## src/rtl/jpc_fetch.sv

```systemverilog
// Instruction fetch stage: credit-based issue to a synchronous RAM, 2-entry skid FIFO to decode.
// Optional accepted-instruction counter enabled by defining JPC_FETCH_PERF_EN.

`ifndef JPC_ADDRESS_WIDTH
`define JPC_ADDRESS_WIDTH 32
`endif

module jpc_fetch #(
  parameter logic [`JPC_ADDRESS_WIDTH-1:0] RESET_PC = '0
) (
  input  logic                          clk,
  input  logic                          rst,
  output logic [`JPC_ADDRESS_WIDTH-1:0] mem_addr,
  input  logic [`JPC_ADDRESS_WIDTH-1:0] mem_rdata,
  input  logic                          redirect_valid,
  input  logic [`JPC_ADDRESS_WIDTH-1:0] redirect_pc,
  output logic                          out_valid,
  input  logic                          out_ready,
  output logic [`JPC_ADDRESS_WIDTH-1:0] out_instr,
`ifdef JPC_FETCH_PERF_EN
  output logic [31:0]                   fetch_count,
`endif
  output logic [`JPC_ADDRESS_WIDTH-1:0] out_pc
);

  localparam int unsigned W = `JPC_ADDRESS_WIDTH;

  logic [W-1:0] pc_q, pc_d;
  logic         inflight_q, inflight_d;
  logic [W-1:0] inflight_pc_q, inflight_pc_d;
  logic [W-1:0] head_pc_q, head_pc_d, head_instr_q, head_instr_d;
  logic [W-1:0] tail_pc_q, tail_pc_d, tail_instr_q, tail_instr_d;
  logic [1:0]   count_q, count_d;

  logic         pop, push, issue;
  logic [2:0]   occupancy;

  assign mem_addr  = pc_q;
  assign out_valid = (count_q != 2'd0);
  assign out_pc    = head_pc_q;
  assign out_instr = head_instr_q;

  assign pop       = out_valid & out_ready;
  assign push      = inflight_q & ~redirect_valid;
  // Credits: buffered + in-flight entries after this cycle's pop must leave room for one more.
  assign occupancy = {1'b0, count_q} + {2'b00, inflight_q} - {2'b00, pop};
  assign issue     = ~rst & ~redirect_valid & (occupancy < 3'd2);

  always_comb begin
    pc_d          = pc_q;
    inflight_d    = 1'b0;
    inflight_pc_d = inflight_pc_q;
    head_pc_d     = head_pc_q;
    head_instr_d  = head_instr_q;
    tail_pc_d     = tail_pc_q;
    tail_instr_d  = tail_instr_q;
    count_d       = count_q;

    if (redirect_valid) begin
      pc_d    = redirect_pc;
      count_d = 2'd0;
    end else begin
      if (issue) begin
        pc_d          = pc_q + {{(W-1){1'b0}}, 1'b1};
        inflight_d    = 1'b1;
        inflight_pc_d = pc_q;
      end

      case ({push, pop})
        2'b10: begin
          if (count_q == 2'd0) begin
            head_pc_d    = inflight_pc_q;
            head_instr_d = mem_rdata;
          end else begin
            tail_pc_d    = inflight_pc_q;
            tail_instr_d = mem_rdata;
          end
          count_d = count_q + 2'd1;
        end
        2'b01: begin
          head_pc_d    = tail_pc_q;
          head_instr_d = tail_instr_q;
          count_d      = count_q - 2'd1;
        end
        2'b11: begin
          if (count_q == 2'd1) begin
            head_pc_d    = inflight_pc_q;
            head_instr_d = mem_rdata;
          end else begin
            head_pc_d    = tail_pc_q;
            head_instr_d = tail_instr_q;
            tail_pc_d    = inflight_pc_q;
            tail_instr_d = mem_rdata;
          end
        end
        default: ;
      endcase
    end
  end

  always_ff @(posedge clk) begin
    if (rst) begin
      pc_q          <= RESET_PC;
      inflight_q    <= 1'b0;
      inflight_pc_q <= '0;
      head_pc_q     <= '0;
      head_instr_q  <= '0;
      tail_pc_q     <= '0;
      tail_instr_q  <= '0;
      count_q       <= 2'd0;
    end else begin
      pc_q          <= pc_d;
      inflight_q    <= inflight_d;
      inflight_pc_q <= inflight_pc_d;
      head_pc_q     <= head_pc_d;
      head_instr_q  <= head_instr_d;
      tail_pc_q     <= tail_pc_d;
      tail_instr_q  <= tail_instr_d;
      count_q       <= count_d;
    end
  end

`ifdef JPC_FETCH_PERF_EN
  logic [31:0] fetch_count_q;

  // A pop in a redirect cycle still completes, so it is counted.
  always_ff @(posedge clk) begin
    if (rst) begin
      fetch_count_q <= 32'd0;
    end else if (pop) begin
      fetch_count_q <= fetch_count_q + 32'd1;
    end
  end

  assign fetch_count = fetch_count_q;
`endif

endmodule

```

## config.mk

```make
export PLATFORM = sky130hd
export DESIGN_NAME = jpc_fetch
export DESIGN_NICKNAME = d
export VERILOG_FILES = /design/src/rtl/jpc_fetch.sv
export SDC_FILE = /design/constraint.sdc
export NUM_CORES = 1
export LEC_CHECK = 0
export ABC_CLOCK_PERIOD_IN_PS = 4600
export BUFFER_PORTS_ARGS = -buffer_cell sky130_fd_sc_hd__buf_2
export CAP_MARGIN = 20
export CORE_MARGIN = 2
export CORE_UTILIZATION = 45
export DETAILED_ROUTE_END_ITERATION = 8
export PLACE_DENSITY = 0.65
export SETUP_SLACK_MARGIN = 0.15
export SLEW_MARGIN = 15
export SYNTH_ARGS = -nofsm -noshare
export SYNTH_HDL_FRONTEND = slang
export SYNTH_SLANG_ARGS = --single-unit
export TNS_END_PERCENT = 30
```

## constraint.sdc

```tcl
create_clock -name clk -period 4.6 [get_ports clk]
set_input_delay 1.38 -clock clk [delete_from_list [all_inputs] [get_ports clk]]
set_output_delay 1.38 -clock clk [all_outputs]
set_load 0.02 [all_outputs]
```

==> results of run 1 <==
[kinds of logic after synthesis]
| family | after synthesis | share of synthesized area, % |
|---|---|---|
| AOI/OAI and AO/OA | 282 | 22.7 |
| xor gates and xnor gates | 28 | 3.14 |
| adders and majority gates | 8 | 1.34 |
| buffers and inverters | 94 | 4.76 |
| DFF | 195 | 48.5 |
| muxes | 2 | 0.311 |
| and+or+nand+nor | 366 | 19.2 |
[power breakdown]
group / switching, mW / internal, mW / leakage (nW)
sequential: 0.0769 / 1.78 / 1.59
combinational: 0.331 / 0.182 / 1.71
clock: 0.639 / 0.834 / 0.284
total: 1.05 / 2.79 / 3.58
[layout make-up]
type / instances / area share, %
timing repair buffer: 177 / 9.82
sequential: 195 / 40.9
tap: 225 / 2.95
clock inverter: 11 / 1.31
clock buffer: 21 / 4.83
inverter: 15 / 0.603
multi-input combinational: 686 / 39.6
[registers in the layout, summed over array words and instances (netlist names)]
register and flops:
tail_instr_q 32, inflight_q 1, out_instr 32, inflight_pc_q 32, mem_addr 32, count_q 2, tail_pc_q 32, out_pc 32
[stage by stage]
step	util (%)	cell area [sq um]	cells
after CTS	54.8	9540	1330
after global routing	54.8	9540	1330
after floorplan	-	8050	975
final	54.8	9540	1330
after detailed placement	51.4	8950	1298
after global placement	51.4	8950	1298
[worst reg2reg max path, cell delays in order (launching register included)]
cell and delay [ps]:
dfxtp_1 460, inv_1 120, ha_1 240, inv_1 110, nand2_1 130, inv_1 180
ha_1 250, nand2b_1 150, fa_1 630, inv_1 120, or3_4 450, clkinv_2 220
nand4_2 150, mux2_4 320, a21oi_2 120
[placed cells by master (no fill, tap or decap), types with 4 or more instances in the layout]
cell type  count
clkinv_2       4
clkbuf_16     17
a211oi_1      76
xnor2_1       22
a31oi_1        8
nor4_1         5
nand2_1      219
a21oi_1      112
a22oi_1       64
inv_1         13
o311ai_0       4
nor2_1        81
xor2_1         5
and2_1         9
and4_1         6
nand3_1       10
ha_1           7
o22ai_1       10
dfxtp_1      195
nand4_1        5
buf_2        163
buf_4         12
nor3_1        16
[cells in the mapped netlist, types with 2 or more instances]
library cell    n  area [sq um]
nor2_1         82           308
a211oi_1       76           571
and4_1          6          52.6
xor2_1          5          43.8
nand3_1        10          50.1
and2_1          9          56.3
clkbuf_1       63           236
o311ai_0        4          35.0
nand4_1         5          31.3
o31a_1          2          17.5
xnor2_1        22           193
a31oi_1         8          50.1
a22oi_1        64           480
nand2_1       220           826
inv_1          13          48.8
dfxtp_1       195          3900
a21oi_1       112           561
and3_1          3          18.8
nor3_1         16          80.1
ha_1            7          87.6
o22ai_1        10          62.6
buf_2          14          70.1
nor4_1          5          31.3
[metal layers]
layer  part of all wire, %  global-route usage (%)  vias to the layer above
li1                      -                       -                     3642
met1                    48                    29.8                     3373
met2                    45                    33.6                      195
met3                   5.2                    4.05                       32
met4                   1.9                    7.09                        0
met5                     0                       0                        -
[path summary, 6_finish.rpt]
| kind | startpoint | to | slack (ps) |
|---|---|---|---|
| min | tail_pc_q[9] | tail_pc_q[9] | 450 |
| min reg2reg | tail_pc_q[9] | tail_pc_q[9] | 450 |
| max reg2reg | count_q[1] | mem_addr[6] | 880 |
| max | out_ready | mem_addr[6] | 740 |
==> impl_metrics.toml, run 1 <==
[pwr]
p_per_area_nw_per_um2 = 402
peakVddDrop_v = 0.000275
leakagePower_nw = 3.58
p_total_mw = 3.84

[clock_tree]
cts_tree = "yes"
cts-root-buf = "clkbuf_16"
tritoncts.num_buffers = 17
worstSkewPairLatency_ps = 420
postCtsSetupBuffers = 0
cts_hold_buffers = 0
clock_path_buffers = 2
path_clk_slew_ps = 70
htreeDepth = 4
cts_resized = 0
clkSinkCount = 195

[floorplanning]
start_util_pct = 46.2
io_pins = 165
die_h_microns = 138
die_area_sq_um = 19000
core-area_sq_um = 17400
row_count = 48
die_w_microns = 138

[timing]
fin_setup_tns_ps = 0
rsz0062_at_grt = "false"
setup-violations-final = 0
fin_worst_skew_ps = 9.81
relSlewSlack_pct = 34.1
worst_slew_pin_slew_ps = 989
hold_viol_final = 0
period_minus_slack_ps = 3860
drv_slew = 0
timing.fmax_ghz = 0.259
hold_ws_ps = 454
fin_ws_ps = 735
fin_crit_sh_pct = 84.0

[critical_path]
critical_path.top_delay_family = "adder cells"
reg2regPathDepth = 14
slowest_delay_ps = 630
arrival_ps = 4210
path_cells = "buf_2 > nand2_1 > inv_1 > ha_1 > nand2b_1 > fa_1 > inv_1 > or3_4 > clkinv_2 > nand4_2 > mux2_4 > a21oi_2"
critPathLaunchType = "input port"
critical-path-slowest-cell = "fa_1"
crit_type = "input port to flop"
crit_path_frequent_cell = "inv_1"
path_buf_inv = 4
cp.depth = 12
crit_required_ps = 4950
cp_max_fo = 20
endpoint_kind = "flop"

[synthesis]
ys_seq_area_share_pct = 48.5
syn-num-nets = 1051
syn_inst = 975
syn_avg_cell_area_sq_um = 8.25
synth_area_sq_um = 8050
netlist-cell-type-count = 47
synth-edff-count = 0
yosysWarningCount = 0
synth_flop_cell = "dfxtp_1"
ys_ff_latch = 195
async_reset_ff_share_pct = 0

[detailed_routing]
vias_per_cell = 5.45
remaining_drc_errors = 0
routed_wirelength_microns = 20400
drtAntennaViolNets = 0
dr.pass1.iters = 5
vias = 7242
avgRoutedWirePerCell_microns = 15.3
drt_iter0_markers = 595

[cells_and_area]
drive_gt1_share_pct = 19.9
regArea_sq_um = 3900
areaGrowthSynthToFinish_pct = 18.6
nets = 1168
multi_input_area_sq_um = 3770
diodes = 0
n_fill_cell = 1683

[grt]
grt_pass1_wl_microns = 32500
grt-ovfl-total = 0
grtUsageTotal_pct = 21.4
grt_max_degree = 197
grt_pass1_vias = 6452
antenna_found_initial = 0

[run]
maxCapViolCount = 0

[place]
hpwl_microns = 12900
dp_slack_ps = 326
io_buffers = 164
place.gp.congestion = 0.855

[min_path]
min_delay_path_depth = 2
hold_path.class = "flop to flop"

[outcome]
outcome = "completed"
Note: power is estimated with default switching activity, not from simulation.
==> run 2, diff against run 1 <==
Settings changed: ABC_CLOCK_PERIOD_IN_PS 4600 to 3100, PLACE_DENSITY 0.65 to 0.67.
Clock period 4.6 ns to 3.1 ns, I/O delays scaled along.
==> run 2 against run 1 <==
Power grew 56%. Routed wire length grew 3.9%. Setup slack lost 460 ps. Core utilization grew 2.2 points. Final area grew 4.1%. Final cell count grew 1.6%. Critical path depth grew 2. Clock power grew 65%. Clock-buffer cell count shrank 2.
==> impl_metrics.toml, run 2 (synthesis results as in run 1) <==
[floorplanning]
io_pins = 165
die_area_sq_um = 19000
die_w_microns = 138
core-area_sq_um = 17400
start_util_pct = 46.2
die_h_microns = 138
row_count = 48

[timing]
drv_slew = 0
hold_viol_final = 0
fin_crit_sh_pct = 91.2
fin_ws_ps = 274
fin_worst_skew_ps = 7.05
timing.fmax_ghz = 0.354
setup-violations-final = 0
relSlewSlack_pct = 37.9
worst_slew_pin_slew_ps = 931
hold_ws_ps = 455
fin_setup_tns_ps = 0
period_minus_slack_ps = 2830
rsz0062_at_grt = "false"

[cells_and_area]
layout_commonest_cell = "nand2_1"
stdcell_area_sq_um = 9930
areaGrowthSynthToFinish_pct = 23.4
utilization_pct = 57.0
final_cell_mix = "nand2_1, dfxtp_1, buf_2"
diodes = 0
regArea_sq_um = 3910
fin_cells = 1351
n_fill_cell = 1653
drive_gt1_share_pct = 22.7
nets = 1189
multi_input_area_sq_um = 3880

[min_path]
hold_path.class = "flop to flop"
min_delay_path_depth = 2

[pwr]
clkPwrFrac_pct = 40.3
intPower_mw = 4.41
p_per_area_nw_per_um2 = 605
peakVddDrop_v = 0.000418
p_seq_share_pct = 45.8
netSwitchingFraction_pct = 26.5
p_total_mw = 6.00
switchingPower_mw = 1.59
leakagePower_nw = 3.74
combPwrFrac_pct = 13.9

[clock_tree]
tritoncts.num_buffers = 17
clock_path_buffers = 2
path_clk_slew_ps = 70
worstSkewPairLatency_ps = 420
clkSinkCount = 195
htreeDepth = 4
cts-root-buf = "clkbuf_16"
cts_tree = "yes"

[place]
io_buffers = 164
dpl_cell_area_sq_um = 9210
hpwl_microns = 13100
dp_slack_ps = -71.0
placedCellCount = 1316
place.gp.congestion = 0.845

[grt]
grt_max_degree = 197
grt_pass1_vias = 6473
grt_pass1_wl_microns = 33500
antenna_found_initial = 0
grtUsageTotal_pct = 22.2
grt-ovfl-total = 0

[detailed_routing]
drtAntennaViolNets = 0
vias_per_cell = 5.40
vias = 7300
remaining_drc_errors = 0
routed_wirelength_microns = 21200
dr.pass1.iters = 5
drt_iter0_markers = 454
avgRoutedWirePerCell_microns = 15.7

[critical_path]
critPathLaunchType = "flop"
reg2regPathDepth = 14
crit_type = "flop to flop"
cp_max_fo = 3
arrival_ps = 3180
endpoint_kind = "flop"
crit_required_ps = 3450

[outcome]
outcome = "completed"

[run]
maxCapViolCount = 0
run 2: metal layers:
metal	track usage, %	part of all wire (%)	vias to the layer above
li1	-	-	3699
met1	32.5	49	3376
met2	33.4	45	207
met3	4.01	5.6	18
met4	6.01	0.88	0
met5	0	0	-
run 2: cell type report:
type                    instances  area share, %
multi-input cells             687           39.1
flip-flops and latches        195           39.4
well taps                     225           2.84
repair buffers                197           11.5
inverters                      15          0.668
clock inverters                13           2.07
clock buffers                  19           4.46
run 2: path summary, 6_finish.rpt:
path	startpoint	endpoint	slack [ps]
min reg2reg	tail_instr_q[23]	tail_instr_q[23]	460
max reg2reg	count_q[0]	mem_addr[6]	270
max	count_q[0]	mem_addr[6]	270
min	tail_instr_q[23]	tail_instr_q[23]	460
run 2: what timing repair did:
| item | CTS | global route |
|---|---|---|
| setup endpoints to repair | 0 | 121 |
| gates resized for setup | 0 | 9 |
| hold buffers | 0 | 0 |
| hold endpoints to repair | 0 | 0 |
| buffers inserted | 0 | 2 |
run 2: power by group through the flow:
stage	sequential [mW]	clock (mW)	combinational, mW
finish	2.75	2.42	0.832
global route	2.77	2.56	0.916
CTS	2.75	2.46	0.825
detailed placement	2.81	0	0.821
global placement	2.81	0	0.813
floorplan	2.91	0	0.409
run 2: worst max-delay path: stages (launching register included):
cell and delay, ps:
dfxtp_2 350, inv_1 80, ha_2 210, inv_2 110, nand2_8 60, inv_6 50
ha_4 180, nand2b_4 130, fa_2 390, xor2_1 170, or3_4 410, clkinv_4 80
nand4_4 100, mux2_4 320, a21oi_2 110
==> run 3, diff against run 2 <==
Settings changed: ABC_CLOCK_PERIOD_IN_PS 3100 to 2550, CORE_ASPECT_RATIO from default to 1.5.
Clock period 3.1 ns to 2.55 ns, I/O delays scaled along.
==> run 3 against run 2 <==
The run now ends with DRC, setup timing left. Non-clock buffer count is 13 higher. Sequential power is 21% higher. Flip-flop and latch count stayed put. Fmax is 5.2% higher. Combinational power is 29% higher. Final area is 2.8% higher. Critical endpoint unchanged. Largest power group unchanged.
==> impl_metrics.toml, run 3 (synthesis results as in run 1) <==
[outcome]
outcome = "finished, violations left"
violations = "DRC, setup timing"

[pwr]
leakagePower_nw = 3.87
p_per_area_nw_per_um2 = 703
peakVddDrop_v = 0.000371
p_total_mw = 7.18

[clock_tree]
clock_path_buffers = 2
cts_tree = "yes"
tritoncts.num_buffers = 17
worstSkewPairLatency_ps = 430
cts-root-buf = "clkbuf_16"
htreeDepth = 4
cts_hold_buffers = 0
path_clk_slew_ps = 70
clkSinkCount = 195

[cells_and_area]
regArea_sq_um = 3910
stdcell_area_sq_um = 10200
drive_gt1_share_pct = 25.2
final_cell_mix = "nand2_1, dfxtp_1, buf_2"
diodes = 0
areaGrowthSynthToFinish_pct = 26.9
multi_input_area_sq_um = 4000
n_fill_cell = 1617
layout_commonest_cell = "nand2_1"
nets = 1201

[timing]
fin_ws_ps = -136
fin_worst_skew_ps = 10.2
worst_slew_pin_slew_ps = 881
hold_ws_ps = 454
setup-violations-final = 50
period_minus_slack_ps = 2690
hold_viol_final = 0
fin_crit_sh_pct = 105
timing.fmax_ghz = 0.372
relSlewSlack_pct = 41.2
drv_slew = 0
rsz0062_at_grt = "true"

[place]
io_buffers = 164
dpl_cell_area_sq_um = 9420
hpwl_microns = 13100
place.gp.congestion = 0.825

[detailed_routing]
routed_wirelength_microns = 20200
vias_per_cell = 5.40
dr.pass1.iters = 6
drt_iter0_markers = 580
remaining_drc_errors = 13
drtAntennaViolNets = 0
vias = 7286
avgRoutedWirePerCell_microns = 15.0

[critical_path]
endpoint_kind = "flop"
arrival_ps = 3040
cp_max_fo = 3
path_buf_inv = 5
crit_type = "flop to flop"
path_cells = "inv_4 > ha_4 > inv_4 > nand2_8 > inv_6 > ha_4 > nand2b_4 > fa_2 > inv_2 > or3_4 > clkinv_4 > nand4_4 > mux2_4 > a21oi_2"
critical_path.top_delay_family = "adder cells"
critical-path-slowest-cell = "fa_2"
slowest_delay_ps = 540
crit_required_ps = 2900
critPathLaunchType = "flop"

[grt]
grt_max_degree = 197
grt_pass1_wl_microns = 33400
grt_pass1_vias = 6753
grtUsageTotal_pct = 21.2
grt-ovfl-total = 0
antenna_found_initial = 0

[floorplanning]
die_area_sq_um = 19000
io_pins = 165
die_w_microns = 113
die_h_microns = 168
row_count = 59
core-area_sq_um = 17400
start_util_pct = 46.2

[min_path]
hold_path.class = "flop to flop"

[run]
maxCapViolCount = 0
run 3: changes by cell type in the layout (fill, tap and decap cells not counted), sizes merged:
cell	previous run	this run
buf	197	210
bufinv	5	3
clkinv	8	6
clkbuf	19	20
clkinvlp	0	1
inv	15	16
nor2	84	83
run 3: worst paths after layout:
check,startpoint,end,slack [ps],cells past startpoint
max,count_q[1],mem_addr[6],-140,14
min,tail_instr_q[9],tail_instr_q[9],450,2
max reg2reg,count_q[1],mem_addr[6],-140,14
min reg2reg,tail_instr_q[9],tail_instr_q[9],450,2
run 3: layout make-up:
type / count / area share [%]
Clock inverter: 11 / 1.45
Sequential cell: 195 / 38.3
Tap cell: 213 / 2.61
Timing Repair Buffer: 210 / 13.2
Inverter: 15 / 0.699
Multi-Input combinational cell: 686 / 39.2
Clock buffer: 20 / 4.58
run 3: what timing repair did:
action / in CTS / in global routing
gates resized for setup: 14 / 20
endpoints found under the setup margin: 65 / 65
pin swaps: 11 / 7
buffers inserted: 1 / 0
run 3: metal layers:
metal  vias to the layer above  global-route usage [%]  share of wire [%]
met4                         0                    8.01                2.4
met5                         -                       0                  0
met1                      3352                    28.2                 45
met3                        33                    3.92                4.2
li1                       3716                       -                  -
met2                       185                    34.4                 49
run 3: tightest hold or removal path: stages, from the launching register on:
cell     delay (ps)
dfxtp_1         310
nand2_1          50
a21oi_1          50
run 3: report_power, final:
part	switching [mW]	internal (mW)	total (mW)
registers	0.132	3.21	3.34
logic	0.639	0.427	1.07
clock network	1.15	1.63	2.78
run 3: stage by stage:
step	setup TNS, ps	utilization, %	std cells	setup slack, ps
after CTS	-3690	58.0	1350	-133
after floorplan	-20590	-	975	-301
after detailed placement	-24690	54.1	1318	-467
final	-3160	58.6	1350	-136
after global routing	-10070	58.6	1350	-238
after global placement	-23250	54.1	1318	-442
